## config.mk

```make
export PLATFORM = sky130hd
export DESIGN_NAME = fetch_unit
export DESIGN_NICKNAME = d
export VERILOG_FILES = /design/src/rtl/cpu_pkg.sv /design/src/rtl/fetch_queue.sv /design/src/rtl/fetch_unit.sv
export SDC_FILE = /design/constraint.sdc
export NUM_CORES = 1
export LEC_CHECK = 0
export ABC_AREA = 1
export CORE_ASPECT_RATIO = 0.9
export CORE_MARGIN = 10
export CORE_UTILIZATION = 54
export CTS_CLUSTER_DIAMETER = 120
export DETAILED_ROUTE_END_ITERATION = 8
export MAX_ROUTING_LAYER = met4
export PLACE_DENSITY = 0.9
export SYNTH_ARGS = -nofsm -noshare
export SYNTH_HDL_FRONTEND = slang
export SYNTH_HIERARCHICAL = 1
export SYNTH_SLANG_ARGS = --single-unit
```

## constraint.sdc

```tcl
create_clock -name clk -period 3.95 [get_ports clk]
set_input_delay 0.79 -clock clk [delete_from_list [all_inputs] [get_ports clk]]
set_output_delay 0.79 -clock clk [all_outputs]
set_load 0.02 [all_outputs]
```

## src/rtl/cpu_pkg.sv

```systemverilog
// Shared CPU types and constants used by the front end.
package cpu_pkg;
    localparam int XLEN            = 32;
    localparam int INST_WIDTH      = 32;
    localparam int IMEM_ADDR_WIDTH = 18;
    localparam logic [XLEN-1:0] RESET_PC = 32'h0000_0000;

    typedef struct packed {
        logic [XLEN-1:0]       pc;
        logic [INST_WIDTH-1:0] inst;
    } fetch_entry_t;
endpackage

```

## src/rtl/fetch_queue.sv

```systemverilog
// Two-entry FIFO of fetched {pc, inst}; flush wins over push.
module fetch_queue
    import cpu_pkg::*;
(
    input  logic         clk,
    input  logic         reset,
    input  logic         push,
    input  logic         pop,
    input  logic         flush,
    input  fetch_entry_t din,
    output logic [1:0]   count,
    output fetch_entry_t head
);
    fetch_entry_t entries [2];
    logic         wr_ptr;
    logic         rd_ptr;

    always_ff @(posedge clk) begin
        if (reset) begin
            entries[0] <= '0;
            entries[1] <= '0;
            wr_ptr     <= 1'b0;
            rd_ptr     <= 1'b0;
            count      <= 2'd0;
        end else if (flush) begin
            wr_ptr <= 1'b0;
            rd_ptr <= 1'b0;
            count  <= 2'd0;
        end else begin
            if (push) begin
                entries[wr_ptr] <= din;
                wr_ptr          <= ~wr_ptr;
            end
            if (pop)
                rd_ptr <= ~rd_ptr;
            count <= count + {1'b0, push} - {1'b0, pop};
        end
    end

    // The issue logic upstream must never let the queue over- or underflow.
    always_ff @(posedge clk) begin
        if (!reset && !flush) begin
            assert (!(push && !pop && count == 2'd2));
            assert (!(pop && count == 2'd0));
        end
    end

    assign head = entries[rd_ptr];
endmodule

```

## src/rtl/fetch_unit.sv

```systemverilog
// Instruction fetch: PC generation, 1-cycle bram request tracking, 2-deep output queue.
module fetch_unit
    import cpu_pkg::*;
#(
    parameter int          ADDR_WIDTH = IMEM_ADDR_WIDTH,
    parameter logic [31:0] RESET_PC   = 32'h0000_0000
) (
    input  logic                  clk,
    input  logic                  reset,
    output logic                  mem_enable,
    output logic [ADDR_WIDTH-1:0] mem_address,
    input  logic [31:0]           mem_data,
    input  logic                  redirect_valid,
    input  logic [31:0]           redirect_pc,
    output logic                  inst_valid,
    input  logic                  inst_ready,
    output logic [31:0]           inst_data,
    output logic [31:0]           inst_pc
);
    logic [31:0]  pc;
    logic [31:0]  inflight_pc;
    logic         inflight;
    logic         pop;
    logic         issue;
    logic [1:0]   count;
    logic [2:0]   occupancy;
    fetch_entry_t head;
    fetch_entry_t resp;
    logic         unused_redirect_lsbs;

    assign unused_redirect_lsbs = ^redirect_pc[1:0];

    // A redirect squashes the handshake; the consumer discards that head.
    assign pop = inst_valid & inst_ready & ~redirect_valid;

    // Slots committed = buffered + in flight - leaving this cycle; never exceed 2.
    assign occupancy = {1'b0, count} + {2'b00, inflight} - {2'b00, pop};
    assign issue     = ~reset & ~redirect_valid & (occupancy < 3'd2);

    assign mem_enable  = issue;
    assign mem_address = pc[ADDR_WIDTH+1:2];

    always_ff @(posedge clk) begin
        if (reset) begin
            pc          <= RESET_PC;
            inflight    <= 1'b0;
            inflight_pc <= '0;
        end else if (redirect_valid) begin
            pc       <= {redirect_pc[31:2], 2'b00};
            inflight <= 1'b0;
        end else begin
            inflight <= issue;
            if (issue) begin
                pc          <= pc + 32'd4;
                inflight_pc <= pc;
            end
        end
    end

    assign resp.pc   = inflight_pc;
    assign resp.inst = mem_data;

    fetch_queue u_queue (
        .clk   (clk),
        .reset (reset),
        .push  (inflight),
        .pop   (pop),
        .flush (redirect_valid),
        .din   (resp),
        .count (count),
        .head  (head)
    );

    assign inst_valid = (count != 2'd0);
    assign inst_data  = head.inst;
    assign inst_pc    = head.pc;
endmodule
```

# == Word-level counts from Yosys, hierarchy flattened ==
# Memories as Yosys holds them, arrays and structs flattened. A register that Yosys moved wholly into a read port is not among the register bits.
# Index checks and enable logic that the tools add are counted.
# totals
elab_cells,40
in_bits,68
n_memories,1
out_inout_bits,84
latch_bits,0
regBits,69
ram_bits,128
rom_bits,0
# mem_list
memory,words,word_bits,read_ports,rd_ports_with_merged_regs,wr,line_no,text
u_queue.entries,2,64,1,1,2,fetch_queue.sv:14,fetch_entry_t entries [2];
# classes
bitwise,8
order_cmp,1
n_addsub,5
n_div,0
n_shift,0
reduce_logical,5
n_mul,0
n_mux,13
eq_ne,0
# op_table
op,count
$mux W32,2
$mux W64,1
$reduce_or A64 Y1,1
$add A32 B3 Y32 const B,1
$mux W1,10
$and A1 B1 Y1,4
$not A1 Y1,4
$reduce_bool A2 Y1,2
$add A2 B1 Y3,1
$lt A3 B2 Y1 const B,1
$sub A3 B1 Y3,1
$add A2 B1 Y2,1
$reduce_and A2 Y1,1
$reduce_or A2 Y1,1
$sub A2 B1 Y2,1

# == Longest topological paths before layout ==
# Gate-level depths: netlist of the first run.
# logic_depth
depth_word,8
depth_mapped,19
ltp_nobuf,17

# == Modules after synthesis ==
# Netlist of the first run, hierarchy kept.
# modules_own_cells
module,area_per_inst_um2,seq_area_each_um2,cells_per_inst,instances
fetch_queue,5680.4,3943.8,437,1
fetch_unit,3585.9,1221.2,547,1

# == Least setup slack after synthesis of the first run ==
# OpenSTA, ideal clock, no wires.
# synth_path
path_type,input-to-output
startpoint,in redirect_valid
endpoint,out mem_enable
cell_stages,13
n_path_buf,2
arrival_ns,2.849
path_slack_ns,0.311
required_time_ns,3.160
path_cell_list,inv_1 buf_1 nand2_1 nor2_1 ha_1 inv_1 nand2_1 fa_1 nand2_4 nor2_8 nand2_8 clkinv_4 buf_2
# synth_between
elab_chain_len,5
word_cells_on_any_way,6
classes_between,add/sub (1); order compare (1); bitwise (4)
# synth_rtl
item,line_no,text
from (decl),fetch_unit.sv:13,"input logic redirect_valid,"
$not A1 Y1 (no line),-,
$and A1 B1 Y1,fetch_unit.sv:34,assign pop = inst_valid & inst_ready & ~redirect_valid;
via pop,fetch_unit.sv:23,logic pop;
$sub A3 B1 Y3,fetch_unit.sv:37,"assign occupancy = {1'b0, count} + {2'b00, inflight} - {2'b00, pop};"
$lt A3 B2 Y1,fetch_unit.sv:38,assign issue = ~reset & ~redirect_valid & (occupancy < 3'd2);
$and A1 B1 Y1,fetch_unit.sv:38,
to (decl),fetch_unit.sv:10,"output logic mem_enable,"
# The timed path passes the listed nets, and every way through them passes these cells.

# == Final worst setup path of the first run ==
# Same ends and word-level chain as after synthesis.

==> impl_metrics.sql, run 1 <==
INSERT INTO impl_metrics (metric_group, metric, value, unit) VALUES
('logic_synthesis', 'postSynthRegisterBits', '194', ''),
('timing', 'min_clock_period_post_route', '3673', 'ps'),
('timing', 'hold_viol', '0', ''),
('worst_hold_path', 'worst_hold_path.endpoint', 'inflight_pc[2]', ''),
('worst_setup_path', 'start_to_end_type_of_the_worst_setup_path', 'primary input to output pin', ''),
('place', 'gp_routability_congestion', '0.8577', ''),
('route', 'route.detailed.vias_per_inst', '5.132', ''),
('worst_setup_path', 'crit_path_start_kind', 'primary input', ''),
('route', 'drt_first_iter_violations', '590', ''),
('power', 'power.static_leakage', '0.004570', 'uW'),
('floorplanning', 'dieHeight', '144.3', 'microns'),
('worst_setup_path', 'cp.required', '3160', 'ps'),
('finish', 'final_core_util', '0.6751', ''),
('timing', 'post-route-period-util', '0.9298', ''),
('worst_hold_path', 'worstHoldPathCells', '2', ''),
('floorplanning', 'fp.dieW', '158.1', 'microns'),
('finish', 'nFillCells', '1248', ''),
('worst_setup_path', 'critPathCaptureType', 'output pin', ''),
('worst_setup_path', 'critical_path_peak_fanout', '2', ''),
('floorplanning', 'design.core.area', '0.01683', 'sq mm'),
('clock_network', 'sink_count_of_the_clock_tree', '194', ''),
('timing', 'setup_viol_count_final', '0', ''),
('worst_setup_path', 'arrival', '2880', 'ps'),
('global_routing', 'grt_usage', '0.1903', ''),
('clock_network', 'cts.path.max_buffers', '2', ''),
('clock_network', 'path_clk_slew', '70', 'ps'),
('route', 'drt-pass1-iter-count', '5', ''),
('global_routing', 'grt_first_pass_wirelength', '33410', 'microns'),
('floorplanning', 'design.portCount', '152', ''),
('run_status', 'status', 'completed', ''),
('place', 'dpl-instance-area', '0.01076', 'sq mm'),
('place', 'numPortBuffers', '149', ''),
('finish', 'final_common_cell', 'sky130_fd_sc_hd__nor2_1', ''),
('job', 'maxCapViolations', '0', ''),
('clock_network', 'clock_tree.root_cell', 'sky130_fd_sc_hd__clkbuf_16', ''),
('worst_setup_path', 'worst_r2r_endpoint', 'pc[11]', ''),
('floorplanning', 'initial_core_util', '0.5504', ''),
('timing', 'rsz0062_at_grt', 'false', ''),
('logic_synthesis', 'netlist_area', '0.009266', 'sq mm'),
('floorplanning', 'core.rowCount', '45', ''),
('place', 'numPlacedInstances', '1299', ''),
('clock_network', 'cts_hold_repair.buffers', '0', ''),
('finish', 'final_cell_area', '0.01136', 'sq mm'),
('logic_synthesis', 'post_synth_inst_count', '984', ''),
('route', 'totalWireLength', '21270', 'microns'),
('timing', 'tightest_pin_transition', '759.6', 'ps'),
('finish', 'drive_above_1_share', '0.1277', ''),
('global_routing', 'grt_start_max_net_pins', '66', ''),
('finish', 'insertedDiodeCount', '0', ''),
('logic_synthesis', 'ys_warn_count', '6', ''),
('logic_synthesis', 'syn_avg_cell_area', '9.417', 'sq um'),
('worst_setup_path', 'rr_startpoint', 'u_queue/count[1]', ''),
('place', 'hpwlAfterDp', '14570', 'microns'),
('finish', 'final_cell_mix', 'sky130_fd_sc_hd__nor2_1 (206), sky130_fd_sc_hd__clkdlybuf4s50_1 (148), sky130_fd_sc_hd__inv_1 (139)', ''),
('worst_hold_path', 'worstHoldStart', 'inflight_pc[2]', ''),
('route', 'num_vias', '6831', ''),
('finish', 'area_delta_synth_final', '22.64', '%'),
('route', 'route.antenna.remaining_nets', '0', ''),
('route', 'route.detailed.drc', '0', ''),
('global_routing', 'initial_antenna_violation_count', '0', ''),
('power', 'vdd_drop_max', '0.0003176', 'V'),
('logic_synthesis', 'netlist-cell-type-count', '38', ''),
('route', 'wl_per_cell', '15.98', 'microns'),
('timing', 'worst_slew_margin_rel', '0.4936', ''),
('power', 'power_per_cell_area', '404.2', 'mW/mm^2'),
('clock_network', 'clk-insertion-delay-late', '420', 'ps'),
('timing', 'timing.fmax', '0.2723', 'GHz'),
('global_routing', 'first_global_vias', '6568', ''),
('floorplanning', 'area_of_the_die', '0.02281', 'sq mm'),
('worst_hold_path', 'worstHoldPathType', 'flip-flop to flip-flop', ''),
('timing', 'max_transition_viols_final', '0', ''),
('logic_synthesis', 'synth_seq_area_share', '0.5574', ''),
('finish', 'design.final.nets', '1180', ''),
('clock_network', 'cts_tree', 'yes', ''),
('worst_setup_path', 'worst-r2r-cell-count', '14', ''),
('finish', 'final_cells', '1331', ''),
('clock_network', 'numCtsBuffers', '17', ''),
('global_routing', 'grt.overflow.total', '0', ''),
('worst_setup_path', 'flop_to_flop_setup_slack', '920', 'ps'),
('power', 'design_power_total', '4594', 'uW'),
('clock_network', 'ctsHtreeMaxLevel', '4', ''),
('timing', 'final.setup_skew', '9.009', 'ps');
-- cells by family (layout without fill, tap and decap cells) --
family                     after synthesis  after routing  synth area share
and+or+nand+nor                        447            447            0.2083
buffers and inverters                  201            336            0.1046
DFF                                    194            194            0.5574
AOI/OAI and AO/OA                       66             66           0.03821
muxes                                   64             64           0.07777
xor gates and xnor gates                 6              6          0.005671
adders and majority gates                5              5          0.007562
other                                    1              2         0.0004047
-- how the worst max path moves through the flow --
stage | depth (start not counted) | startpoint | end | slack (ps)
finish | 13 | redirect_valid | mem_enable | 280
global route | 13 | redirect_valid | mem_enable | 120
floorplan | 13 | redirect_valid | mem_enable | 310
global placement | 13 | redirect_valid | mem_enable | -140
CTS | 13 | redirect_valid | mem_enable | 100
detailed placement | 13 | redirect_valid | mem_enable | -160
-- critical path: stages --
cell and delay (ps):
sky130_fd_sc_hd__clkdlybuf4s50_1 420, sky130_fd_sc_hd__inv_1 80, sky130_fd_sc_hd__nand2_1 70, sky130_fd_sc_hd__nor2_1 160
sky130_fd_sc_hd__ha_1 260, sky130_fd_sc_hd__inv_1 50, sky130_fd_sc_hd__nand2_1 50, sky130_fd_sc_hd__fa_1 530
sky130_fd_sc_hd__nand2_4 80, sky130_fd_sc_hd__nor2_8 120, sky130_fd_sc_hd__nand2_8 60, sky130_fd_sc_hd__clkinv_4 50
sky130_fd_sc_hd__clkbuf_2 160
-- cell usage after synthesis --
library cell / count / area share
sky130_fd_sc_hd__nor2_1: 206 / 0.083
sky130_fd_sc_hd__nand2_1: 141 / 0.057
sky130_fd_sc_hd__inv_1: 139 / 0.056
sky130_fd_sc_hd__edfxtp_1: 128 / 0.41
sky130_fd_sc_hd__dfxtp_1: 66 / 0.14
sky130_fd_sc_hd__mux2_2: 64 / 0.078
sky130_fd_sc_hd__nand3_1: 54 / 0.029
sky130_fd_sc_hd__o21ai_0: 30 / 0.016
sky130_fd_sc_hd__buf_4: 29 / 0.023
sky130_fd_sc_hd__a21oi_1: 26 / 0.014
sky130_fd_sc_hd__buf_2: 13 / 0.0070
sky130_fd_sc_hd__nor3_1: 12 / 0.0065
sky130_fd_sc_hd__buf_6: 11 / 0.013
sky130_fd_sc_hd__nor2_2: 10 / 0.0068
sky130_fd_sc_hd__clkbuf_1: 6 / 0.0024
sky130_fd_sc_hd__nor2_4: 6 / 0.0073
sky130_fd_sc_hd__xor2_1: 6 / 0.0057
sky130_fd_sc_hd__nand4_1: 5 / 0.0034
sky130_fd_sc_hd__a211oi_1: 4 / 0.0032
sky130_fd_sc_hd__ha_1: 4 / 0.0054
sky130_fd_sc_hd__nand2_2: 3 / 0.0020
sky130_fd_sc_hd__nand2_4: 3 / 0.0036
sky130_fd_sc_hd__a31oi_1: 2 / 0.0014
sky130_fd_sc_hd__o211ai_1: 2 / 0.0016
sky130_fd_sc_hd__a21oi_2: 1 / 0.00095
sky130_fd_sc_hd__a22oi_1: 1 / 0.00081
sky130_fd_sc_hd__and2_1: 1 / 0.00068
sky130_fd_sc_hd__buf_1: 1 / 0.00040
sky130_fd_sc_hd__clkinv_4: 1 / 0.00095
sky130_fd_sc_hd__conb_1: 1 / 0.00040
sky130_fd_sc_hd__fa_1: 1 / 0.0022
sky130_fd_sc_hd__inv_4: 1 / 0.00068
sky130_fd_sc_hd__nand2_8: 1 / 0.0022
sky130_fd_sc_hd__nand3b_1: 1 / 0.00081
sky130_fd_sc_hd__nor2_8: 1 / 0.0022
sky130_fd_sc_hd__nor3_4: 1 / 0.0018
sky130_fd_sc_hd__nor3b_1: 1 / 0.00081
sky130_fd_sc_hd__or2_2: 1 / 0.00068
-- state kept, by name (all words and copies together), names as in the netlist, named ones only --
name	flops
pc	30
u_queue/entries	128
u_queue/wr_ptr	1
u_queue/rd_ptr	1
u_queue/count	2
inflight_pc	30
inflight	1
-- report_power, final --
group / leakage (uW) / internal [uW] / switching, uW
clock network: 0.000301 / 1010 / 735
registers: 0.00187 / 2260 / 57.9
logic: 0.00240 / 235 / 294
-- area by class of cell --
cell class,instances,area [sq um],area share
Tap cell,211,264.0,0.02323
Clock buffer,22,485.5,0.04272
Multi-Input combinational cell,590,3148,0.2770
Inverter,141,536.8,0.04723
Timing Repair Buffer,163,1642,0.1444
Sequential cell,194,5166,0.4546
Clock inverter,10,122.6,0.01079
-- metal layers --
layer	vias up	GRT usage	share of wire
met2	247	0.3093	0.47
met4	0	0.04968	0.012
met5	-	-	0
met1	3170	0.2358	0.44
li1	3395	-	-
met3	19	0.04424	0.072
-- repair_timing --
item,in CTS,in global routing
endpoints found under the setup margin,1,1
gates resized for setup,1,2
buffers inserted,0,0
hold endpoints to repair,0,0
-- stage by stage --
step                      hold slack [ps]  setup WS, ps  setup TNS (ps)
after floorplan                     443.4         311.1               0
after global placement              471.0        -143.3          -143.3
after detailed placement            475.4        -164.5          -164.5
after CTS                           490.3         99.51               0
after global routing                509.5         115.2               0
final                               487.7         277.4               0
(Power assumes the default switching activity.)
==> run 2, diff against run 1 <==
--- a/config.mk
+++ b/config.mk
@@ -8,11 +8,13 @@
 export ABC_AREA = 1
 export CORE_ASPECT_RATIO = 0.9
 export CORE_MARGIN = 10
-export CORE_UTILIZATION = 54
+export CORE_UTILIZATION = 60
 export CTS_CLUSTER_DIAMETER = 120
 export DETAILED_ROUTE_END_ITERATION = 8
+export DONT_BUFFER_PORTS = 1
+export GPL_TIMING_DRIVEN = 0
 export MAX_ROUTING_LAYER = met4
-export PLACE_DENSITY = 0.9
+export PLACE_DENSITY = 0.85
 export SYNTH_ARGS = -nofsm -noshare
 export SYNTH_HDL_FRONTEND = slang
 export SYNTH_HIERARCHICAL = 1
==> run 2 against run 1 <==
Count of clock-buffer cells in the layout is 5 lower; first-iteration DRC count down 18%; critical path type unchanged; critical path depth decreased by 1; worst setup slack got worse by 63 ps; die area fell by 8.7%; power down 5.0%; sequential cell count is the same; sequential share of layout area is 5.7 points higher; combinational power shrank 23%; sequential power about the same; register-to-register slack improved by 150 ps.
==> impl_metrics.sql, run 2 (synthesized netlist as in run 1, its figures left out) <==
INSERT INTO impl_metrics (metric_group, metric, value, unit) VALUES
('finish', 'insertedDiodeCount', '0', ''),
('route', 'dr_wl_met2', '9991', 'microns'),
('route', 'num_vias', '6507', ''),
('place', 'numPortBuffers', '0', ''),
('worst_setup_path', 'worstPathCellList', 'clkinvlp_4 -> nand2_1 -> nor2_1 -> ha_1 -> inv_1 -> nand2_1 -> fa_1 -> nand2_4 -> nor2_8 -> nand2_8 -> clkinv_4 -> buf_2', ''),
('route', 'drt_first_iter_violations', '482', ''),
('worst_setup_path', 'worst-r2r-cell-count', '14', ''),
('worst_setup_path', 'arrival', '2950', 'ps'),
('global_routing', 'initial_antenna_violation_count', '0', ''),
('place', 'hpwlAfterDp', '14940', 'microns'),
('timing', 'post-route-period-util', '0.9458', ''),
('worst_hold_path', 'worstHoldPathType', 'primary input to flip-flop', ''),
('timing', 'hold_viol', '0', ''),
('finish', 'final_cell_mix', 'sky130_fd_sc_hd__nor2_1 (206), sky130_fd_sc_hd__nand2_1 (139), sky130_fd_sc_hd__inv_1 (138)', ''),
('global_routing', 'grt_first_pass_wirelength', '32780', 'microns'),
('clock_network', 'path_clk_slew', '70', 'ps'),
('floorplanning', 'fp.dieW', '151.0', 'microns'),
('timing', 'min_clock_period_post_route', '3736', 'ps'),
('worst_setup_path', 'crit_buf_inv', '4', ''),
('worst_setup_path', 'worst_path_dominant_cell_family', 'adder cells', ''),
('finish', 'nFillCells', '1209', ''),
('timing', 'worst_slew_margin_rel', '0.4113', ''),
('finish', 'final_cell_area', '0.01010', 'sq mm'),
('job', 'maxCapViolations', '0', ''),
('worst_setup_path', 'start_to_end_type_of_the_worst_setup_path', 'primary input to output pin', ''),
('floorplanning', 'area_of_the_die', '0.02082', 'sq mm'),
('route', 'wl_per_cell', '17.38', 'microns'),
('floorplanning', 'design.core.area', '0.01528', 'sq mm'),
('timing', 'max_transition_viols_final', '0', ''),
('place', 'numPlacedInstances', '1187', ''),
('floorplanning', 'initial_core_util', '0.6065', ''),
('clock_network', 'cts_hold_repair.buffers', '0', ''),
('finish', 'drive_above_1_share', '0.1773', ''),
('worst_setup_path', 'crit_path_start_kind', 'primary input', ''),
('worst_setup_path', 'critical_path_peak_fanout', '12', ''),
('worst_setup_path', 'worstSetupEndpoint', 'mem_enable', ''),
('place', 'gp_routability_congestion', '0.9469', ''),
('global_routing', 'first_global_vias', '6279', ''),
('clock_network', 'clock_tree.root_cell', 'sky130_fd_sc_hd__clkbuf_16', ''),
('route', 'drt-pass1-iter-count', '5', ''),
('timing', 'timing.fmax', '0.2677', 'GHz'),
('global_routing', 'grt_usage', '0.2099', ''),
('place', 'dpl-instance-area', '0.009538', 'sq mm'),
('worst_setup_path', 'flop_to_flop_setup_slack', '1070', 'ps'),
('worst_setup_path', 'timing.critical_path.from', 'redirect_valid', ''),
('clock_network', 'cts.path.max_buffers', '2', ''),
('route', 'totalWireLength', '21150', 'microns'),
('worst_setup_path', 'worst_r2r_endpoint', 'pc[9]', ''),
('route', 'routed-wl-met3', '1628', 'microns'),
('worst_setup_path', 'cpMostUsedCell', 'sky130_fd_sc_hd__nand2_1', ''),
('worst_setup_path', 'timing.critical_path.slowest_stage_cell', 'sky130_fd_sc_hd__fa_1', ''),
('power', 'vdd_drop_max', '0.0003180', 'V'),
('route', 'route.detailed.vias_per_inst', '5.347', ''),
('clock_network', 'sink_count_of_the_clock_tree', '194', ''),
('power', 'design_power_total', '4364', 'uW'),
('power', 'power.static_leakage', '0.004163', 'uW'),
('worst_setup_path', 'critPathCaptureType', 'output pin', ''),
('route', 'route.antenna.remaining_nets', '0', ''),
('finish', 'final_cells', '1217', ''),
('timing', 'final.setup_skew', '6.711', 'ps'),
('worst_setup_path', 'crit_path_max_incr_delay', '540', 'ps'),
('clock_network', 'numCtsBuffers', '17', ''),
('global_routing', 'grt.overflow.total', '0', ''),
('floorplanning', 'design.portCount', '152', ''),
('clock_network', 'clk-insertion-delay-late', '430', 'ps'),
('clock_network', 'ctsHtreeMaxLevel', '4', ''),
('power', 'power_per_cell_area', '432.0', 'mW/mm^2'),
('worst_setup_path', 'rr_startpoint', 'u_queue/count[1]', ''),
('run_status', 'status', 'completed', ''),
('finish', 'final_common_cell', 'sky130_fd_sc_hd__nor2_1', ''),
('route', 'route.detailed.drc', '0', ''),
('finish', 'number_of_flip_flops_under_the_largest_register_name', '128', ''),
('finish', 'area_delta_synth_final', '9.006', '%'),
('timing', 'rsz0062_at_grt', 'false', ''),
('timing', 'tightest_pin_transition', '882.3', 'ps'),
('route', 'topmost_layer_with_routed_signal_wires', 'met4', ''),
('worst_setup_path', 'cp.required', '3160', 'ps'),
('finish', 'largest_register', 'u_queue/entries', ''),
('floorplanning', 'dieHeight', '137.9', 'microns'),
('finish', 'reg_top3', 'u_queue/entries (128), inflight_pc (30), pc (30)', ''),
('global_routing', 'grt_start_max_net_pins', '65', ''),
('route', 'm1WireLength', '9330', 'microns'),
('floorplanning', 'core.rowCount', '43', ''),
('worst_setup_path', 'worst-path-stages', '12', ''),
('clock_network', 'cts_tree', 'yes', ''),
('timing', 'setup_viol_count_final', '0', ''),
('finish', 'design.final.nets', '1076', '');
-- run 2: cell count changes in the layout (fill, tap and decap cells not counted), moves of 2 or more --
| cell | delta |
|---|---|
| sky130_fd_sc_hd__clkdlybuf4s50_1 | -148 |
| sky130_fd_sc_hd__buf_4 | +19 |
| sky130_fd_sc_hd__buf_2 | +13 |
| sky130_fd_sc_hd__buf_6 | +11 |
| sky130_fd_sc_hd__inv_8 | +5 |
| sky130_fd_sc_hd__buf_12 | -4 |
| sky130_fd_sc_hd__clkbuf_1 | +4 |
| sky130_fd_sc_hd__nand2_2 | -3 |
| sky130_fd_sc_hd__bufinv_16 | -2 |
| sky130_fd_sc_hd__clkbuf_8 | -2 |
| sky130_fd_sc_hd__clkinvlp_4 | +2 |
| sky130_fd_sc_hd__nand2_4 | +2 |
-- run 2: area by class of cell --
type                            instances  area (sq um)  area share
Sequential cell                       194          5165      0.5113
Inverter                              141         540.5     0.05351
Buffer                                 59         429.2     0.04249
Clock inverter                         14         137.6     0.01363
Multi-Input combinational cell        590          3151      0.3119
Clock buffer                           17         425.4     0.04212
Tap cell                              202         252.7     0.02502
-- run 2: per-stage QoR --
stage	hold slack (ps)	TNS (ps)	utilization	worst slack [ps]
floorplan	443.4	0	-	311.1
global placement	456.0	-137.0	0.6232	-137.0
detailed placement	465.5	-164.1	0.6242	-164.1
CTS	406.1	0	0.6608	31.57
global route	403.2	0	0.6611	114.7
finish	425.6	0	0.6611	214.2
-- run 2: power breakdown --
group	switching, uW	leakage, uW	internal, uW
sequential	57.1	0.00187	2260
combinational	281	0.00202	124
clock	807	0.000276	835
total	1150	0.00416	3220
-- run 2: how the worst min path moves through the flow --
| stage | slack, ps | from | to | cells past startpoint |
|---|---|---|---|---|
| after floorplan | 440 | inflight_pc[28] | inflight_pc[28] | 2 |
| after global placement | 460 | inflight_pc[30] | inflight_pc[30] | 2 |
| after detailed placement | 470 | inflight_pc[2] | inflight_pc[2] | 2 |
| after CTS | 410 | reset | u_queue/count[0] | 1 |
| after global routing | 400 | reset | u_queue/count[0] | 1 |
| final | 430 | reset | u_queue/count[0] | 1 |
-- run 2: what timing repair did --
action                                  in CTS  in global routing
buffers inserted                             0                  0
resized for setup                            0                  1
endpoints found under the setup margin       1                  1
-- run 2: per-layer routing --
layer,vias up,GRT usage
li1,3186,-
met5,-,-
met4,0,0.05716
met2,273,0.3307
met1,3034,0.2663
met3,14,0.05285
==> run 3, diff against run 2 <==
--- a/config.mk
+++ b/config.mk
@@ -7,7 +7,6 @@
 export LEC_CHECK = 0
 export ABC_AREA = 1
 export CORE_ASPECT_RATIO = 0.9
-export CORE_MARGIN = 10
 export CORE_UTILIZATION = 60
 export CTS_CLUSTER_DIAMETER = 120
 export DETAILED_ROUTE_END_ITERATION = 8
@@ -15,6 +14,7 @@
 export GPL_TIMING_DRIVEN = 0
 export MAX_ROUTING_LAYER = met4
 export PLACE_DENSITY = 0.85
+export REMOVE_ABC_BUFFERS = 1
 export SYNTH_ARGS = -nofsm -noshare
 export SYNTH_HDL_FRONTEND = slang
 export SYNTH_HIERARCHICAL = 1
==> constraint.sdc (replaced) <==
create_clock -name clk -period 3.95 [get_ports clk]
set_input_delay 1.185 -clock clk [delete_from_list [all_inputs] [get_ports clk]]
set_output_delay 1.185 -clock clk [all_outputs]
set_load 0.02 [all_outputs]
==> run 3 against run 2 <==
Register-to-register slack worse by 120 ps; fmax down 4.4%; combinational power down 12%; sequential share of layout area up 1.3 points; critical path type unchanged; largest cell class unchanged.
==> impl_metrics.sql, run 3 (synthesized netlist as in run 1, its figures left out) <==
INSERT INTO impl_metrics (metric_group, metric, value, unit) VALUES
('global_routing', 'initial_antenna_violation_count', '0', ''),
('timing', 'timing.final.ws_setup', '42.34', 'ps'),
('timing', 'post-route-period-util', '0.9893', ''),
('floorplanning', 'initial_core_util', '0.6231', ''),
('power', 'pwr-share-clk', '0.369', ''),
('floorplanning', 'dieHeight', '119.9', 'microns'),
('power', 'vdd_drop_max', '0.0002965', 'V'),
('floorplanning', 'design.core.area', '0.01487', 'sq mm'),
('global_routing', 'first_global_vias', '6141', ''),
('finish', 'number_of_flip_flops_under_the_largest_register_name', '128', ''),
('timing', 'min_clock_period_post_route', '3908', 'ps'),
('timing', 'max_transition_viols_final', '0', ''),
('clock_network', 'sink_count_of_the_clock_tree', '194', ''),
('floorplanning', 'design.portCount', '152', ''),
('clock_network', 'ctsHtreeMaxLevel', '4', ''),
('finish', 'reg_top3', 'u_queue/entries (128), inflight_pc (30), pc (30)', ''),
('power', 'pwr-share-comb', '0.084', ''),
('timing', 'setup_viol_count_final', '0', ''),
('finish', 'area_delta_synth_final', '6.373', '%'),
('worst_setup_path', 'crit_path_start_kind', 'primary input', ''),
('finish', 'insertedDiodeCount', '0', ''),
('timing', 'final.setup_skew', '6.306', 'ps'),
('worst_setup_path', 'critPathCaptureType', 'output pin', ''),
('global_routing', 'grt_usage', '0.2618', ''),
('job', 'maxCapViolations', '0', ''),
('timing', 'worst_slew_margin_rel', '0.3510', ''),
('finish', 'largest_register', 'u_queue/entries', ''),
('worst_setup_path', 'start_to_end_type_of_the_worst_setup_path', 'primary input to output pin', ''),
('finish', 'drive_above_1_share', '0.1496', ''),
('finish', 'final_cell_area', '0.009857', 'sq mm'),
('worst_setup_path', 'arrival', '2720', 'ps'),
('clock_network', 'cts_tree', 'yes', ''),
('route', 'num_vias', '6347', ''),
('floorplanning', 'fp.dieW', '133.0', 'microns'),
('power', 'cell_int_power', '3187', 'uW'),
('run_status', 'status', 'completed', ''),
('worst_hold_path', 'worstHoldPathType', 'flip-flop to flip-flop', ''),
('place', 'dpl-instance-area', '0.009166', 'sq mm'),
('finish', 'final_core_util', '0.6628', ''),
('place', 'gp_routability_congestion', '0.8799', ''),
('worst_setup_path', 'critical_path_peak_fanout', '33', ''),
('place', 'numPortBuffers', '0', ''),
('timing', 'timing.fmax', '0.2559', 'GHz'),
('route', 'route.detailed.vias_per_inst', '5.439', ''),
('route', 'route.detailed.drc', '0', ''),
('power', 'power.static_leakage', '0.003961', 'uW'),
('global_routing', 'grt_first_pass_wirelength', '30830', 'microns'),
('global_routing', 'grt.overflow.total', '0', ''),
('timing', 'fin_worst_hold_slack', '464.5', 'ps'),
('power', 'switch_share', '0.2534', ''),
('power', 'power_per_cell_area', '433.0', 'mW/mm^2'),
('floorplanning', 'core.rowCount', '42', ''),
('timing', 'rsz0062_at_grt', 'false', ''),
('clock_network', 'clk-insertion-delay-late', '420', 'ps'),
('finish', 'final_common_cell', 'sky130_fd_sc_hd__nor2_1', ''),
('global_routing', 'grt_start_max_net_pins', '66', ''),
('route', 'totalWireLength', '19330', 'microns'),
('place', 'dp_slack', '-954.5', 'ps'),
('floorplanning', 'area_of_the_die', '0.01595', 'sq mm'),
('timing', 'setup_tns', '0', 'ps'),
('clock_network', 'clock_tree.root_cell', 'sky130_fd_sc_hd__clkbuf_16', ''),
('route', 'drt-pass1-iter-count', '5', ''),
('timing', 'hold_viol', '0', ''),
('route', 'drt_first_iter_violations', '571', ''),
('worst_setup_path', 'cp.required', '2760', 'ps'),
('power', 'p_switching', '1081', 'uW'),
('place', 'hpwlAfterDp', '11590', 'microns'),
('clock_network', 'path_clk_slew', '70', 'ps'),
('timing', 'tightest_pin_transition', '973.5', 'ps'),
('finish', 'sequential_cell_area', '0.005169', 'sq mm'),
('clock_network', 'numCtsBuffers', '17', ''),
('route', 'wl_per_cell', '16.56', 'microns'),
('finish', 'design.final.nets', '1029', ''),
('finish', 'nFillCells', '1188', ''),
('finish', 'final_cell_mix', 'sky130_fd_sc_hd__nor2_1 (205), sky130_fd_sc_hd__inv_1 (137), sky130_fd_sc_hd__nand2_1 (136)', ''),
('clock_network', 'cts.path.max_buffers', '2', ''),
('finish', 'multi_input_area', '0.003213', 'sq mm'),
('clock_network', 'cts_hold_repair.buffers', '0', ''),
('power', 'share_seq_of_total_power', '0.547', ''),
('route', 'route.antenna.remaining_nets', '0', '');
==> run 3: cell count changes in the layout (fill, tap and decap cells not counted), moves of 3 or more <==
cell / previous run / this run
sky130_fd_sc_hd__clkbuf_1: 6 / 3
sky130_fd_sc_hd__clkinv_4: 5 / 0
sky130_fd_sc_hd__buf_6: 11 / 0
sky130_fd_sc_hd__buf_4: 29 / 5
sky130_fd_sc_hd__nand2_2: 3 / 6
sky130_fd_sc_hd__inv_8: 5 / 2
sky130_fd_sc_hd__buf_2: 13 / 0
sky130_fd_sc_hd__nand2_1: 139 / 136
==> run 3: power by group through the flow <==
stage | sequential [uW] | clock (uW) | combinational, uW
after detailed placement | 2380 | 0 | 330
after global routing | 2350 | 1670 | 393
after CTS | 2330 | 1600 | 356
after global placement | 2380 | 0 | 317
after floorplan | 2360 | 0 | 262
final | 2330 | 1580 | 357
==> run 3: worst max-delay path, stage by stage <==
cell and delay (ps):
sky130_fd_sc_hd__clkinvlp_4 90, sky130_fd_sc_hd__nand2_2 70, sky130_fd_sc_hd__nor2_4 140, sky130_fd_sc_hd__ha_4 210, sky130_fd_sc_hd__inv_2 40, sky130_fd_sc_hd__nand2_1 50, sky130_fd_sc_hd__fa_1 530, sky130_fd_sc_hd__nand2_4 80
sky130_fd_sc_hd__nor2_8 130, sky130_fd_sc_hd__nand2_8 90, sky130_fd_sc_hd__clkinv_16 80
==> run 3: stage by stage <==
step	total power (uW)	cells
final	4268	1167
after global routing	4409	1167
after CTS	4289	1167
after detailed placement	2709	1125
after global placement	2698	1123
after floorplan	2624	925
==> run 3: final timing paths <==
kind | depth (start not counted) | start | end | slack (ps)
worst max-delay path | 11 | redirect_valid | mem_enable | 40
worst min-delay path | 2 | inflight_pc[2] | inflight_pc[2] | 460
worst max register to register | 17 | u_queue/count[1] | pc[8] | 950
worst min register to register | 2 | inflight_pc[2] | inflight_pc[2] | 460
==> run 3: repair_timing <==
action / 4_1_cts / 5_1_grt
endpoints found under the setup margin: 1 / 1
setup buffers: 5 / 0
pin swaps: 7 / 2
cloned: 5 / 0
endpoints found under the hold margin: 0 / 0
resized for setup: 9 / 0
==> run 3: area by class of cell <==
type | count | share of cell area
tap | 198 | 0.02513
clock buffer | 20 | 0.04430
clock inverter | 12 | 0.009647
timing repair inverter | 3 | 0.004950
sequential | 194 | 0.5244
timing repair buffer | 7 | 0.008632
multi-input combinational | 592 | 0.3260
inverter | 141 | 0.05699
==> run 3: per-layer routing <==
| metal | wire, microns | up-vias | GRT usage |
|---|---|---|---|
| met3 | 1774 | 36 | 0.06802 |
| met2 | 9029 | 289 | 0.4126 |
| met5 | 0 | - | - |
| li1 | - | 3093 | - |
| met1 | 8132 | 2929 | 0.3248 |
| met4 | 391 | 0 | 0.09986 |
